==> config.mk <==
export PLATFORM = sky130hd
export DESIGN_NAME = iram_portb_arbiter
export DESIGN_NICKNAME = d
export VERILOG_FILES = /design/src/rtl/iram_arb_pkg.sv /design/src/rtl/iram_arb_grant2.sv /design/src/rtl/iram_portb_arbiter.sv
export SDC_FILE = /design/constraint.sdc
export NUM_CORES = 1
export LEC_CHECK = 0
export BUFFER_PORTS_ARGS = -buffer_cell sky130_fd_sc_hd__buf_2
export CAP_MARGIN = 5
export CELL_PAD_IN_SITES_DETAIL_PLACEMENT = 1
export CELL_PAD_IN_SITES_GLOBAL_PLACEMENT = 1
export CORE_MARGIN = 2
export CORE_UTILIZATION = 30
export CTS_BUF_LIST = sky130_fd_sc_hd__clkbuf_2
export CTS_CLUSTER_DIAMETER = 200
export DETAILED_ROUTE_END_ITERATION = 8
export PLACE_DENSITY_LB_ADDON = 0.05
export SLEW_MARGIN = 20
export SYNTH_ARGS = -nofsm -noshare
export SYNTH_HDL_FRONTEND = slang
export SYNTH_SLANG_ARGS = --single-unit
==> constraint.sdc <==
create_clock -name clk -period 1.9 [get_ports clk]
set_input_delay 0.19 -clock clk [delete_from_list [all_inputs] [get_ports clk]]
set_output_delay 0.19 -clock clk [all_outputs]
set_load 0.02 [all_outputs]
==> src/rtl/iram_arb_pkg.sv <==
// Shared types and constants for the InstructionRam b-port arbiter.
// Build option: IRAM_ARB_ROUND_ROBIN_EN (see iram_arb_grant2).
package iram_arb_pkg;

   // Access sequencer states
   typedef enum logic [1:0] {
      ST_IDLE    = 2'd0,
      ST_ISSUE   = 2'd1,
      ST_CAPTURE = 2'd2
   } arb_state_e;

   // Requester identifiers
   localparam logic REQ_DBG = 1'b0;   // debug module
   localparam logic REQ_LDR = 1'b1;   // program loader / SMC store path

   // Upper address bits that must be zero for a legal access
   localparam int unsigned ADDR_VALID_MSB = 31;
   localparam int unsigned ADDR_VALID_LSB = 18;

endpackage

==> src/rtl/iram_arb_grant2.sv <==
// Two-way combinational grant with a last-grant register.
// Build option: IRAM_ARB_ROUND_ROBIN_EN selects round-robin on a tie;
// without it requester 0 (debug) always wins a tie.
module iram_arb_grant2
   import iram_arb_pkg::*;
(
   input  logic       clk,
   input  logic       rst_n,
   input  logic [1:0] req_i,
   input  logic       accept_i,
   output logic       gnt_any_o,
   output logic       gnt_id_o
);

   assign gnt_any_o = |req_i;

`ifdef IRAM_ARB_ROUND_ROBIN_EN
   logic last_grant_q;

   // Remember the winner of every accepted request
   always_ff @(posedge clk or negedge rst_n) begin
      if (!rst_n) begin
         last_grant_q <= REQ_LDR;
      end else if (accept_i) begin
         last_grant_q <= gnt_id_o;
      end
   end

   // Tie goes to the requester that did not win last time
   always_comb begin
      gnt_id_o = REQ_DBG;
      if (req_i == 2'b11) begin
         gnt_id_o = ~last_grant_q;
      end else if (req_i[1]) begin
         gnt_id_o = REQ_LDR;
      end
   end
`else
   // Fixed priority needs no history
   logic unused_fixed_prio;
   assign unused_fixed_prio = ^{clk, rst_n, accept_i};

   // Debug requester always wins a tie
   always_comb begin
      gnt_id_o = req_i[0] ? REQ_DBG : REQ_LDR;
   end
`endif

endmodule

==> src/rtl/iram_portb_arbiter.sv <==
// Shares the InstructionRam b port between the debug module (req0) and the
// program loader / SMC store path (req1). Each access runs IDLE -> ISSUE ->
// CAPTURE and responds on a one-cycle strobe the cycle after CAPTURE.
// Build option: IRAM_ARB_ROUND_ROBIN_EN (round-robin tie break, else fixed).
module iram_portb_arbiter
   import iram_arb_pkg::*;
#(
   parameter int unsigned ADDR_W        = 32,
   parameter int unsigned DATA_W        = 32,
   parameter int unsigned VALID_HI_BITS = ADDR_VALID_MSB - ADDR_VALID_LSB + 1
) (
   input  logic              clk,
   input  logic              rst_n,
   input  logic              req0_valid,
   output logic              req0_ready,
   input  logic              req0_we,
   input  logic [ADDR_W-1:0] req0_addr,
   input  logic [DATA_W-1:0] req0_wdata,
   output logic              rsp0_valid,
   output logic [DATA_W-1:0] rsp0_rdata,
   output logic              rsp0_err,
   input  logic              req1_valid,
   output logic              req1_ready,
   input  logic              req1_we,
   input  logic [ADDR_W-1:0] req1_addr,
   input  logic [DATA_W-1:0] req1_wdata,
   output logic              rsp1_valid,
   output logic [DATA_W-1:0] rsp1_rdata,
   output logic              rsp1_err,
   output logic              ram_web,
   output logic [ADDR_W-1:0] ram_addrb,
   output logic [DATA_W-1:0] ram_dinb,
   input  logic [DATA_W-1:0] ram_doutb,
   output logic              busy
);

   arb_state_e        state_q;
   logic              we_q;
   logic              err_q;
   logic              gnt_q;
   logic [ADDR_W-1:0] addr_q;
   logic [DATA_W-1:0] wdata_q;
   logic [1:0]        rsp_valid_q;
   logic [DATA_W-1:0] rsp_rdata_q [2];
   logic [1:0]        rsp_err_q;

   logic              idle;
   logic              gnt_any;
   logic              gnt_id;
   logic              accept;
   logic              sel_we;
   logic [ADDR_W-1:0] sel_addr;
   logic [DATA_W-1:0] sel_wdata;
   logic              sel_err;

   assign idle = (state_q == ST_IDLE);

   iram_arb_grant2 u_grant (
      .clk       (clk),
      .rst_n     (rst_n),
      .req_i     ({req1_valid, req0_valid}),
      .accept_i  (accept),
      .gnt_any_o (gnt_any),
      .gnt_id_o  (gnt_id)
   );

   assign req0_ready = idle & gnt_any & (gnt_id == REQ_DBG);
   assign req1_ready = idle & gnt_any & (gnt_id == REQ_LDR);
   assign accept     = idle & gnt_any;

   // Steer the winning requester's fields into the request registers
   always_comb begin
      sel_we    = req0_we;
      sel_addr  = req0_addr;
      sel_wdata = req0_wdata;
      if (gnt_id == REQ_LDR) begin
         sel_we    = req1_we;
         sel_addr  = req1_addr;
         sel_wdata = req1_wdata;
      end
      sel_err = (sel_addr[ADDR_W-1 -: VALID_HI_BITS] != '0);
   end

   // Access sequencer: accept, issue to RAM, capture and respond
   always_ff @(posedge clk or negedge rst_n) begin
      if (!rst_n) begin
         state_q        <= ST_IDLE;
         we_q           <= 1'b0;
         err_q          <= 1'b0;
         gnt_q          <= REQ_DBG;
         addr_q         <= '0;
         wdata_q        <= '0;
         rsp_valid_q    <= '0;
         rsp_rdata_q[0] <= '0;
         rsp_rdata_q[1] <= '0;
         rsp_err_q      <= '0;
      end else begin
         rsp_valid_q <= '0;
         case (state_q)
            ST_IDLE: begin
               if (accept) begin
                  we_q    <= sel_we;
                  err_q   <= sel_err;
                  gnt_q   <= gnt_id;
                  addr_q  <= sel_addr;
                  wdata_q <= sel_wdata;
                  state_q <= ST_ISSUE;
               end
            end
            ST_ISSUE: begin
               state_q <= ST_CAPTURE;
            end
            ST_CAPTURE: begin
               rsp_valid_q[gnt_q] <= 1'b1;
               rsp_rdata_q[gnt_q] <= err_q ? '0 : ram_doutb;
               rsp_err_q[gnt_q]   <= err_q;
               state_q            <= ST_IDLE;
            end
            default: begin
               state_q <= ST_IDLE;
            end
         endcase
      end
   end

   // RAM strobe exists only in ISSUE; address/data are held from the request
   assign ram_web   = (state_q == ST_ISSUE) & we_q & ~err_q;
   assign ram_addrb = addr_q;
   assign ram_dinb  = wdata_q;
   assign busy      = ~idle;

   assign rsp0_valid = rsp_valid_q[0];
   assign rsp0_rdata = rsp_rdata_q[0];
   assign rsp0_err   = rsp_err_q[0];
   assign rsp1_valid = rsp_valid_q[1];
   assign rsp1_rdata = rsp_rdata_q[1];
   assign rsp1_err   = rsp_err_q[1];

endmodule

==> results of run 1 <==
## cells in the mapped netlist
cell / number / share of area
dfrtp_1: 137 / 0.59
o22ai_1: 100 / 0.11
nand2_1: 87 / 0.056
o21ai_0: 80 / 0.069
a21oi_1: 51 / 0.044
nand2b_1: 32 / 0.035
clkbuf_1: 23 / 0.015
buf_2: 20 / 0.017
mux2i_1: 14 / 0.024
inv_1: 5 / 0.0032
nor4_1: 5 / 0.0054
nor2_1: 4 / 0.0026
buf_4: 3 / 0.0039
buf_6: 3 / 0.0058
nand3_1: 3 / 0.0026
nand3b_1: 3 / 0.0039
a21o_1: 1 / 0.0013
a31oi_1: 1 / 0.0011
and2b_1: 1 / 0.0013
and3b_1: 1 / 0.0015
clkinv_1: 1 / 0.00065
o21ai_1: 1 / 0.00086
o41ai_1: 1 / 0.0015
or3b_1: 1 / 0.0015
or4_1: 1 / 0.0013
## critical path, stage by stage, from the launching register on
cell     delay [ns]
dfrtp_2        0.48
nor2_4         0.25
o21ai_4        0.11
nor2_2         0.13
buf_6          0.14
## what timing repair did
action | CTS | global route
setup buffers | 11 | 6
pin swaps | 1 | 2
gates cloned | 4 | 4
endpoints found under the setup margin | 4 | 9
hold buffers | 176 | 0
resized for setup | 15 | 34
hold endpoints to repair | 269 | 0
## worst max path at each step
stage	endpoint	cells past startpoint
2_1_floorplan	rsp0_rdata[12]	5
4_1_cts	ram_web	4
5_1_grt	ram_web	4
6_report	req1_ready	4
3_5_place_dp	we_q	5
3_3_place_gp	busy	4
## per-stage QoR
step | setup TNS, ns | area [um2] | std cells | worst slack, ns | power (mW)
6_report | -0.394 | 10200 | 1344 | -0.101 | 13.8
3_5_place_dp | 0 | 7600 | 1108 | 0.241 | 10.1
2_1_floorplan | 0 | 5790 | 579 | 0.546 | 7.98
3_3_place_gp | 0 | 7600 | 1108 | 0.294 | 9.89
4_1_cts | -0.712 | 9900 | 1331 | -0.192 | 13.2
5_1_grt | -2.32 | 10200 | 1342 | -0.258 | 14.5
## cell type report
cell class,count,area [um2],area share
timing repair buffer,519,3920,0.385
sequential,137,3430,0.337
multi-input combinational,387,2200,0.216
tap,260,325,0.0320
clock inverter,14,173,0.0170
clock buffer,18,90.1,0.00886
inverter,6,30.0,0.00295
antenna,3,7.51,0.000738
## cells by family after synthesis
kind of cell	count (synthesis)	synth area share
AO/OA/AOI/OAI	235	0.226
multiplexers	14	0.0242
buffers and inverters	55	0.0458
AND/OR/NAND/NOR	138	0.111
flip-flops	137	0.593
## registers in the layout (all words and copies together) (netlist names)
name and count:
err_q 1, gnt_q 1, ram_addrb 32, ram_dinb 32
rsp0_rdata 32, rsp1_rdata 32, rsp_err_q 2, rsp_valid_q 2
state_q 2, we_q 1
## metal layers
| layer | vias to the layer above | wire, um | part of all wire | GRT usage |
|---|---|---|---|---|
| met1 | 3279 | 10600 | 0.40 | 0.280 |
| met4 | 0 | 793 | 0.030 | 0.116 |
| met5 | - | 0 | 0 | 0 |
| met2 | 269 | 13900 | 0.52 | 0.451 |
| li1 | 3086 | - | - | - |
| met3 | 65 | 1390 | 0.052 | 0.0661 |
## power breakdown
group | internal [mW] | switching [mW]
Combinational | 2.95 | 4.19
Clock | 0.743 | 1.18
Sequential | 3.92 | 0.766
Total | 7.62 | 6.14
==> run_results.csv, run 1 <==
group,metric,value,unit
status,status,"finished, violations left",
status,violations,"negative setup slack",
final_layout,layout_common_cells,"buf_2 (295), dlygate4sd3_1 (175), dfrtp_1 (136), o22ai_1 (91), nand2_1 (85)",
clock_network,path_clk_slew,0.22,ns
power_and_ir_drop,vdd_drop_max,0.603,mV
grt,grt_max_degree,67,
final_layout,n_fill_cell,2147,
critical_path,worstSetupStartpointType,"register",
hold_path,min_path_type,"in2reg",
floorplan,num_io_pins,302,
floorplan,core,18800,um2
synthesis,syn_area,5790,um2
routing,vias,6699,
timing,setup_violations,7,
place,place_congestion,0.816,
critical_path,rrSetupSlack,0,ns
timing,slew_violations,0,
synthesis,avgSynthCellArea,9.99,um2
critical_path,r2r-end,"ram_dinb[26]",
floorplan,die-area,20400,um2
hold_path,min-delay-start,"ram_doutb[11]",
timing,finalClockSkew,0.0351,ns
critical_path,worst_setup_path_end_kind,"primary output",
timing,timing.final.ws_setup,-0.101,ns
routing,drc,0,
clock_network,insertion_delay,0.72,ns
hold_path,holdPathStages,4,
synthesis,ys_seq_area_frac,0.593,
timing,period_share,1.05,
critical_path,crit_required,1.71,ns
clock_network,clkSinkCount,137,
clock_network,cts_made_buffers,17,
synthesis,syn_nets,745,
timing,clock.fmax,500,MHz
critical_path,cp_data_arrival_time,1.81,ns
final_layout,final_nets,1234,
grt,gr-total-overflow,0,
floorplan,dieWidth,143,um
routing,detailedRoute.firstPassIterationCount,4,
hold_path,holdPathEnd,"rsp1_rdata[11]",
routing,viasPerCell,4.98,
floorplan,die_y,143,um
timing,grt_setup_unrepaired,"yes",
grt,grt_pass1_wl,39.7,mm
timing,timing.hold.ws,0.270,ns
timing,maxSlewHeadroom,0.555,
place,port_buffers,301,
routing,wl,26.6,mm
routing,drtIter0Drc,219,
routing,wl_per_cell,19.8,um
clock_network,htree_levels,4,
clock_network,cts_buffer_depth,2,
floorplan,row_count,50,
timing,period_minus_slack,2.00,ns
grt,antenna_found_initial,1,
synthesis,syn_inst,579,
job,cap_viol_max_count,0,
final_layout,syn2layout_area_growth,75.8,%
routing,ant_nets,0,
synthesis,synth-seq-cells,137,
final_layout,drive_above_1_share,0.366,
grt,grt_usage,0.252,
final_layout,mostFrequentLayoutCell,"buf_2",
grt,grt_pass1_vias,7539,
critical_path,setup.worst_path.class,"reg2out",
timing,worstMarginPinSlew,0.668,ns
timing,finalHoldViolCount,0,
place,post-dp-hpwl,15.4,mm
critical_path,worst-r2r-cell-count,9,
clock_network,cts_root_buf,"clkbuf_2",
floorplan,initial_core_util,0.307,
final_layout,final_util,0.540,
power_and_ir_drop,power_density,1350,nW/um2
critical_path,crit_start,"state_q[0]",
critical_path,r2r_start,"state_q[0]",
critical_path,crit_fanout,5,
clock_network,cts_tree,"built",
synthesis,synth_warnings,0,
power_and_ir_drop,p_leak,4.89,nW
synthesis,yosysUniqueCellTypes,25,
Power figures use the tool's default switching activity.
==> inputs of run 2 (changes only) <==
--- a/config.mk
+++ b/config.mk
@@ -18,4 +18,5 @@
 export SLEW_MARGIN = 20
 export SYNTH_ARGS = -nofsm -noshare
 export SYNTH_HDL_FRONTEND = slang
+export SYNTH_HIERARCHICAL = 1
 export SYNTH_SLANG_ARGS = --single-unit
==> run 2 against run 1 <==
The flow still finishes with violations (negative setup slack). Sequential share of layout area rose by 1.4 points. Design area fell by 4.1%. Core utilization fell by 3.7 points. Non-clock buffer count fell by 29. Hold slack got worse by 0.13 ns.
==> run_results.csv, run 2 <==
group,metric,value,unit
synthesis,synth_top_area_frac,0.579,
synthesis,synth_area_leaders,"dfrtp_1 (58%), mux2i_1 (11%), a21oi_1 (4.7%), o21ai_0 (4.7%), nand2_1 (4.5%)",
timing,grt_setup_unrepaired,"yes",
clock_network,cts_made_buffers,17,
synthesis,syn_inst,567,
critical_path,slowest_stage,"dfrtp_1",
routing,vias,5893,
power_and_ir_drop,power_density,1150,nW/um2
clock_network,clkSinkCount,137,
synthesis,synth.largest_area_cell,"dfrtp_1",
timing,finalClockSkew,0.0360,ns
floorplan,core,19400,um2
final_layout,final_nets,1202,
grt,antenna_found_initial,3,
final_layout,mostFrequentLayoutCell,"buf_2",
timing,finalHoldViolCount,0,
power_and_ir_drop,switching_power,4.82,mW
routing,drtIter0Drc,174,
power_and_ir_drop,sw_frac_of_total,0.428,
job,cap_viol_max_count,0,
critical_path,r2r-end,"ram_addrb[3]",
place,port_buffers,301,
clock_network,path_clk_slew,0.19,ns
grt,gr-total-overflow,0,
routing,ant_nets,0,
timing,timing.final.ws_setup,-0.0291,ns
power_and_ir_drop,p_leak,4.82,nW
synthesis,avgSynthCellArea,10.5,um2
clock_network,cts_tree,"built",
critical_path,rrSetupSlack,0.29,ns
place,placed_cell_area,7680,um2
synthesis,synth_common_cells,"dfrtp_1 (137), nand2_1 (71), nor2_1 (68)",
clock_network,htree_levels,4,
synthesis,ys_seq_area_frac,0.579,
critical_path,cpPeakStageDelay,0.43,ns
timing,period_share,1.02,
grt,grt_pass1_vias,6497,
timing,period_minus_slack,1.93,ns
timing,clock.fmax,518,MHz
critical_path,setup.worst_path.class,"reg2out",
synthesis,syn_area,5930,um2
critical_path,worst-r2r-cell-count,6,
final_layout,drive_above_1_share,0.350,
synthesis,syn_nets,733,
power_and_ir_drop,pwr-share-clk,0.167,
floorplan,die-area,20900,um2
synthesis,synth-seq-cells,137,
status,violations,"negative setup slack",
routing,wl,21.0,mm
final_layout,finish.instance_area,9760,um2
synthesis,async_flop_share,1.00,
floorplan,die_y,145,um
power_and_ir_drop,combinationalPowerShare,0.445,
clock_network,insertion_delay,0.69,ns
critical_path,worst_setup_path_end_kind,"primary output",
critical_path,crit_start,"state_q[0]",
synthesis,synth-main-ff-cell,"dfrtp_1",
power_and_ir_drop,vdd_drop_max,0.600,mV
timing,worstMarginPinSlew,0.533,ns
critical_path,cp_data_arrival_time,1.74,ns
synthesis,synth_most_common_cell,"dfrtp_1",
floorplan,row_count,51,
hold_path,min-delay-start,"req0_valid",
routing,wl_per_cell,16.0,um
timing,slew_violations,0,
clock_network,cts_root_buf,"clkbuf_2",
hold_path,holdPathEnd,"gnt_q",
status,status,"finished, violations left",
critical_path,crit_required,1.71,ns
floorplan,num_io_pins,302,
hold_path,holdPathStages,3,
clock_network,cts_buffer_depth,2,
synthesis,yosysUniqueCellTypes,28,
floorplan,initial_core_util,0.305,
hold_path,min_path_type,"in2reg",
final_layout,syn2layout_area_growth,64.6,%
timing,setup_tns,-0.0291,ns
power_and_ir_drop,pwr-share-seq,0.388,
critical_path,r2r_start,"state_q[0]",
synthesis,synth_warnings,6,
final_layout,layout_common_cells,"buf_2 (296), dlygate4sd3_1 (171), dfrtp_1 (137), nand2_1 (71), nor2_1 (68)",
critical_path,crit_fanout,3,
grt,grt_pass1_wl,33.0,mm
synthesis,synth_edf_count,0,
critical_path,crit_chain,"or2_4 -> nor2_8 -> and2_4 -> buf_6",
routing,detailedRoute.firstPassIterationCount,4,
grt,grt_max_degree,83,
floorplan,dieWidth,145,um
place,place_congestion,0.748,
routing,drc,0,
critical_path,worstSetupStartpointType,"register",
timing,maxSlewHeadroom,0.641,
place,post-dp-hpwl,14.0,mm
routing,viasPerCell,4.48,
power_and_ir_drop,intPower,6.43,mW
grt,grt_usage,0.205,
timing,setup_violations,1,
[run 2: changes by cell type after synthesis, moves of 8 or more]
cell      before  now
buf_6          3   11
nand2_1       87   71
o22ai_1      100    0
nor2_1         4   68
o21ai_0       80   56
o21ai_1        1    9
a21oi_2        0    9
clkbuf_1      23    9
mux2i_1       14   65
[run 2: how the worst max path moves through the flow]
stage / to / slack, ns / cells past startpoint
2_1_floorplan: req1_ready / 0.41 / 5
5_1_grt: req1_ready / -0.21 / 4
4_1_cts: req1_ready / -0.16 / 4
3_5_place_dp: ram_addrb[3] / 0.33 / 5
6_report: req1_ready / -0.03 / 4
3_3_place_gp: err_q / 0.41 / 5
[run 2: final cells by class]
type                    count  area [um2]
diodes                      2        5.00
clock buffers              17        85.1
clock inverters            15         174
well taps                 265         332
multi-input cells         386        2230
flip-flops and latches    137        3430
repair buffers            490        3480
fillers                  2277        9640
inverters                   4        16.3
[run 2: what timing repair did]
item	4_1_cts	5_1_grt
gates resized for setup	12	2
setup endpoints to repair	4	5
hold buffers	173	0
buffers inserted	4	0
pin swaps	3	2
hold endpoints to repair	268	0
[run 2: cell families (layout without fill, tap and decap cells)]
logic type | after synthesis | count (layout) | share of synthesized area
other | 0 | 2 | 0
AOI/OAI and AO/OA | 132 | 132 | 0.118
DFF | 137 | 137 | 0.579
and+or+nand+nor | 188 | 188 | 0.143
buffers and inverters | 44 | 526 | 0.0490
muxes | 66 | 66 | 0.112
[run 2: per-layer routing]
layer | vias to the layer above | GRT usage | part of all wire
met5 | - | 0 | 0.00062
met4 | 2 | 0.0649 | 0.015
met3 | 26 | 0.0646 | 0.062
met2 | 175 | 0.373 | 0.53
met1 | 2833 | 0.228 | 0.39
li1 | 2857 | - | -
[run 2: worst max-delay path: cells and delay by family (launching register included)]
| kind | cells | cell delay, ns |
|---|---|---|
| AND/OR/NAND/NOR | 3 | 0.53 |
| flip-flops | 1 | 0.43 |
| buffers and inverters | 1 | 0.11 |
[run 2: power groups by stage]
stage,Clock [mW],Sequential [mW],Combinational [mW]
4_1_cts,1.98,4.36,5.05
3_3_place_gp,0,4.39,4.45
3_5_place_dp,0,4.41,4.60
6_report,1.88,4.36,5.01
5_1_grt,2.10,4.49,5.47
2_1_floorplan,0,5.50,1.84
[run 2: through the flow]
stage	hold WS, ns	util	power, mW	setup slack, ns	std cells
floorplan	-0.106	-	7.33	0.409	567
global placement	0.111	0.396	8.84	0.414	1106
CTS	0.0479	0.503	11.4	-0.158	1315
detailed placement	0.119	0.396	9.01	0.331	1106
finish	0.145	0.503	11.3	-0.0291	1316
global route	0.0566	0.503	12.1	-0.213	1316
==> inputs of run 3 (changes only) <==
--- a/config.mk
+++ b/config.mk
@@ -15,6 +15,7 @@
 export CTS_CLUSTER_DIAMETER = 200
 export DETAILED_ROUTE_END_ITERATION = 8
 export PLACE_DENSITY_LB_ADDON = 0.05
+export SETUP_SLACK_MARGIN = 0.5
 export SLEW_MARGIN = 20
 export SYNTH_ARGS = -nofsm -noshare
 export SYNTH_HDL_FRONTEND = slang
==> constraint.sdc (replaced) <==
create_clock -name clk -period 1.95 [get_ports clk]
set_input_delay 0.195 -clock clk [delete_from_list [all_inputs] [get_ports clk]]
set_output_delay 0.195 -clock clk [all_outputs]
set_load 0.02 [all_outputs]
==> run 3 against run 2 <==
Worst setup slack gained 0.0032 ns. Clock skew grew 0.021 ns. Sequential power grew 4%. The run still ends with negative setup slack left. Final cell count rose by 8.1%. Core utilization up 12 points. Critical path depth unchanged. Critical path type unchanged. Highest routed layer unchanged. Wire length increased by 42%. Largest cell class unchanged. Design area up 23%.
==> run_results.csv, run 3 (same netlist as run 2, synthesis figures left out) <==
group,metric,value,unit
final_layout,layout_common_cells,"dlygate4sd3_1 (176), buf_2 (164), buf_6 (140), dfrtp_1 (137), nand2_1 (71)",
power_and_ir_drop,vdd_drop_max,0.566,mV
routing,wl_met1,10.8,mm
routing,drc,0,
final_layout,finish.instance_area,12000,um2
place,port_buffers,301,
routing,wl_per_cell,20.9,um
power_and_ir_drop,power_density,1280,nW/um2
floorplan,die-area,20900,um2
floorplan,die_y,145,um
routing,viasPerCell,4.86,
place,place_congestion,0.770,
floorplan,initial_core_util,0.305,
clock_network,cts_made_buffers,17,
timing,timing.final.ws_setup,-0.0260,ns
clock_network,htree_levels,4,
grt,grt_pass1_vias,7251,
clock_network,cts_buffer_depth,2,
routing,vias,6910,
routing,wl_met2,16.0,mm
final_layout,multi_input_area,2290,um2
routing,ant_nets,0,
timing,timing.hold.ws,0.258,ns
routing,wl,29.8,mm
clock_network,cts_root_buf,"clkbuf_2",
critical_path,cpPeakStageDelay,0.43,ns
final_layout,final_util,0.619,
place,post-dp-hpwl,13.9,mm
timing,period_minus_slack,1.98,ns
clock_network,cts_tree,"built",
place,placed_cell_area,7660,um2
timing,setup_violations,1,
critical_path,setup.worst_path.class,"reg2out",
grt,gr-total-overflow,0,
critical_path,slowest_stage,"dfrtp_1",
timing,worstMarginPinSlew,0.642,ns
clock_network,clkSinkCount,137,
clock_network,insertion_delay,0.73,ns
final_layout,drive_above_1_share,0.417,
grt,grt_pass1_wl,38.8,mm
floorplan,core,19400,um2
status,status,"finished, violations left",
final_layout,n_fill_cell,2115,
grt,grt_usage,0.245,
critical_path,crit_fanout,3,
status,violations,"negative setup slack",
final_layout,final_nets,1307,
final_layout,seqCellArea,3430,um2
critical_path,worst_setup_path_end_kind,"primary output",
critical_path,cp_data_arrival_time,1.78,ns
floorplan,row_count,51,
job,cap_viol_max_count,0,
timing,setup_tns,-0.0260,ns
final_layout,syn2layout_area_growth,103,%
timing,maxSlewHeadroom,0.568,
clock_network,path_clk_slew,0.21,ns
power_and_ir_drop,p_leak,5.75,nW
floorplan,dieWidth,145,um
place,place_inst,1105,
timing,finalHoldViolCount,0,
grt,grt_max_degree,67,
routing,highest_layer,"met5",
routing,wl_met3,1.88,mm
routing,drtIter0Drc,234,
place,post-place-ws,0.347,ns
timing,finalClockSkew,0.0568,ns
grt,antenna_found_initial,4,
timing,grt_setup_unrepaired,"yes",
critical_path,crit_required,1.75,ns
hold_path,min_path_type,"in2reg",
power_and_ir_drop,p_total,15.4,mW
routing,detailedRoute.firstPassIterationCount,4,
timing,period_share,1.01,
final_layout,stdcell_count,1422,
final_layout,mostFrequentLayoutCell,"dlygate4sd3_1",
floorplan,num_io_pins,302,
timing,clock.fmax,506,MHz
critical_path,crit_chain,"or2_4 -> nor2_8 -> and2_4 -> buf_6",
timing,slew_violations,0,
critical_path,worstSetupStartpointType,"register",
==> run 3: cell count changes in the layout (fill, tap and decap cells not counted), moves of 9 or more <==
| cell | previous run | this run |
|---|---|---|
| a21oi_1 | 56 | 47 |
| a21oi_2 | 9 | 18 |
| buf_12 | 8 | 18 |
| buf_16 | 0 | 14 |
| buf_2 | 296 | 164 |
| buf_4 | 10 | 69 |
| buf_6 | 5 | 140 |
| clkbuf_16 | 0 | 9 |
| o21ai_0 | 56 | 41 |
| o21ai_1 | 9 | 23 |
==> run 3: report_power, final <==
group / switching, mW / internal, mW / total, mW
sequential: 0.798 / 3.75 / 4.55
clock: 1.24 / 0.478 / 1.72
combinational: 4.23 / 4.90 / 9.13
==> run 3: final cells by class <==
cell class | count | share of cell area
flip-flops and latches | 137 | 0.286
repair buffers | 594 | 0.476
diodes | 3 | 0.000625
inverters | 4 | 0.00136
clock buffers | 17 | 0.00709
multi-input cells | 387 | 0.190
well taps | 265 | 0.0276
clock inverters | 15 | 0.0117
==> run 3: critical path: cells and delay by family (launching register included) <==
| kind | cells | cell delay [ns] |
|---|---|---|
| buffers and inverters | 1 | 0.11 |
| DFF | 1 | 0.43 |
| and+or+nand+nor | 3 | 0.56 |
==> run 3: repair_timing <==
item                                   4_1_cts  5_1_grt
gates cloned                                13       14
pin swaps                                    2        5
resized for setup                          301       42
setup endpoints to repair                  231      236
hold buffers                               176        0
buffers inserted                            39       40
endpoints found under the hold margin      268        0
==> run 3: per-layer routing <==
metal  global-route usage  up-vias
li1                     -     3073
met1                0.271     3479
met2                0.444      282
met3               0.0652       74
met4                0.104        2
met5                    0        -
==> run 3: path summary, 6_finish.rpt <==
| kind | start | endpoint | slack (ns) | depth (start not counted) |
|---|---|---|---|---|
| min in group asynchronous | rst_n | ram_addrb[6] | 0.48 | 3 |
| setup reg to reg | state_q[0] | ram_dinb[17] | 0.01 | 11 |
| max in group asynchronous | rst_n | ram_dinb[30] | 0.77 | 4 |
| hold / removal | req0_valid | gnt_q | 0.26 | 4 |
| hold reg to reg | rsp1_rdata[5] | rsp1_rdata[5] | 0.53 | 2 |
| setup / recovery | state_q[0] | req1_ready | -0.03 | 4 |
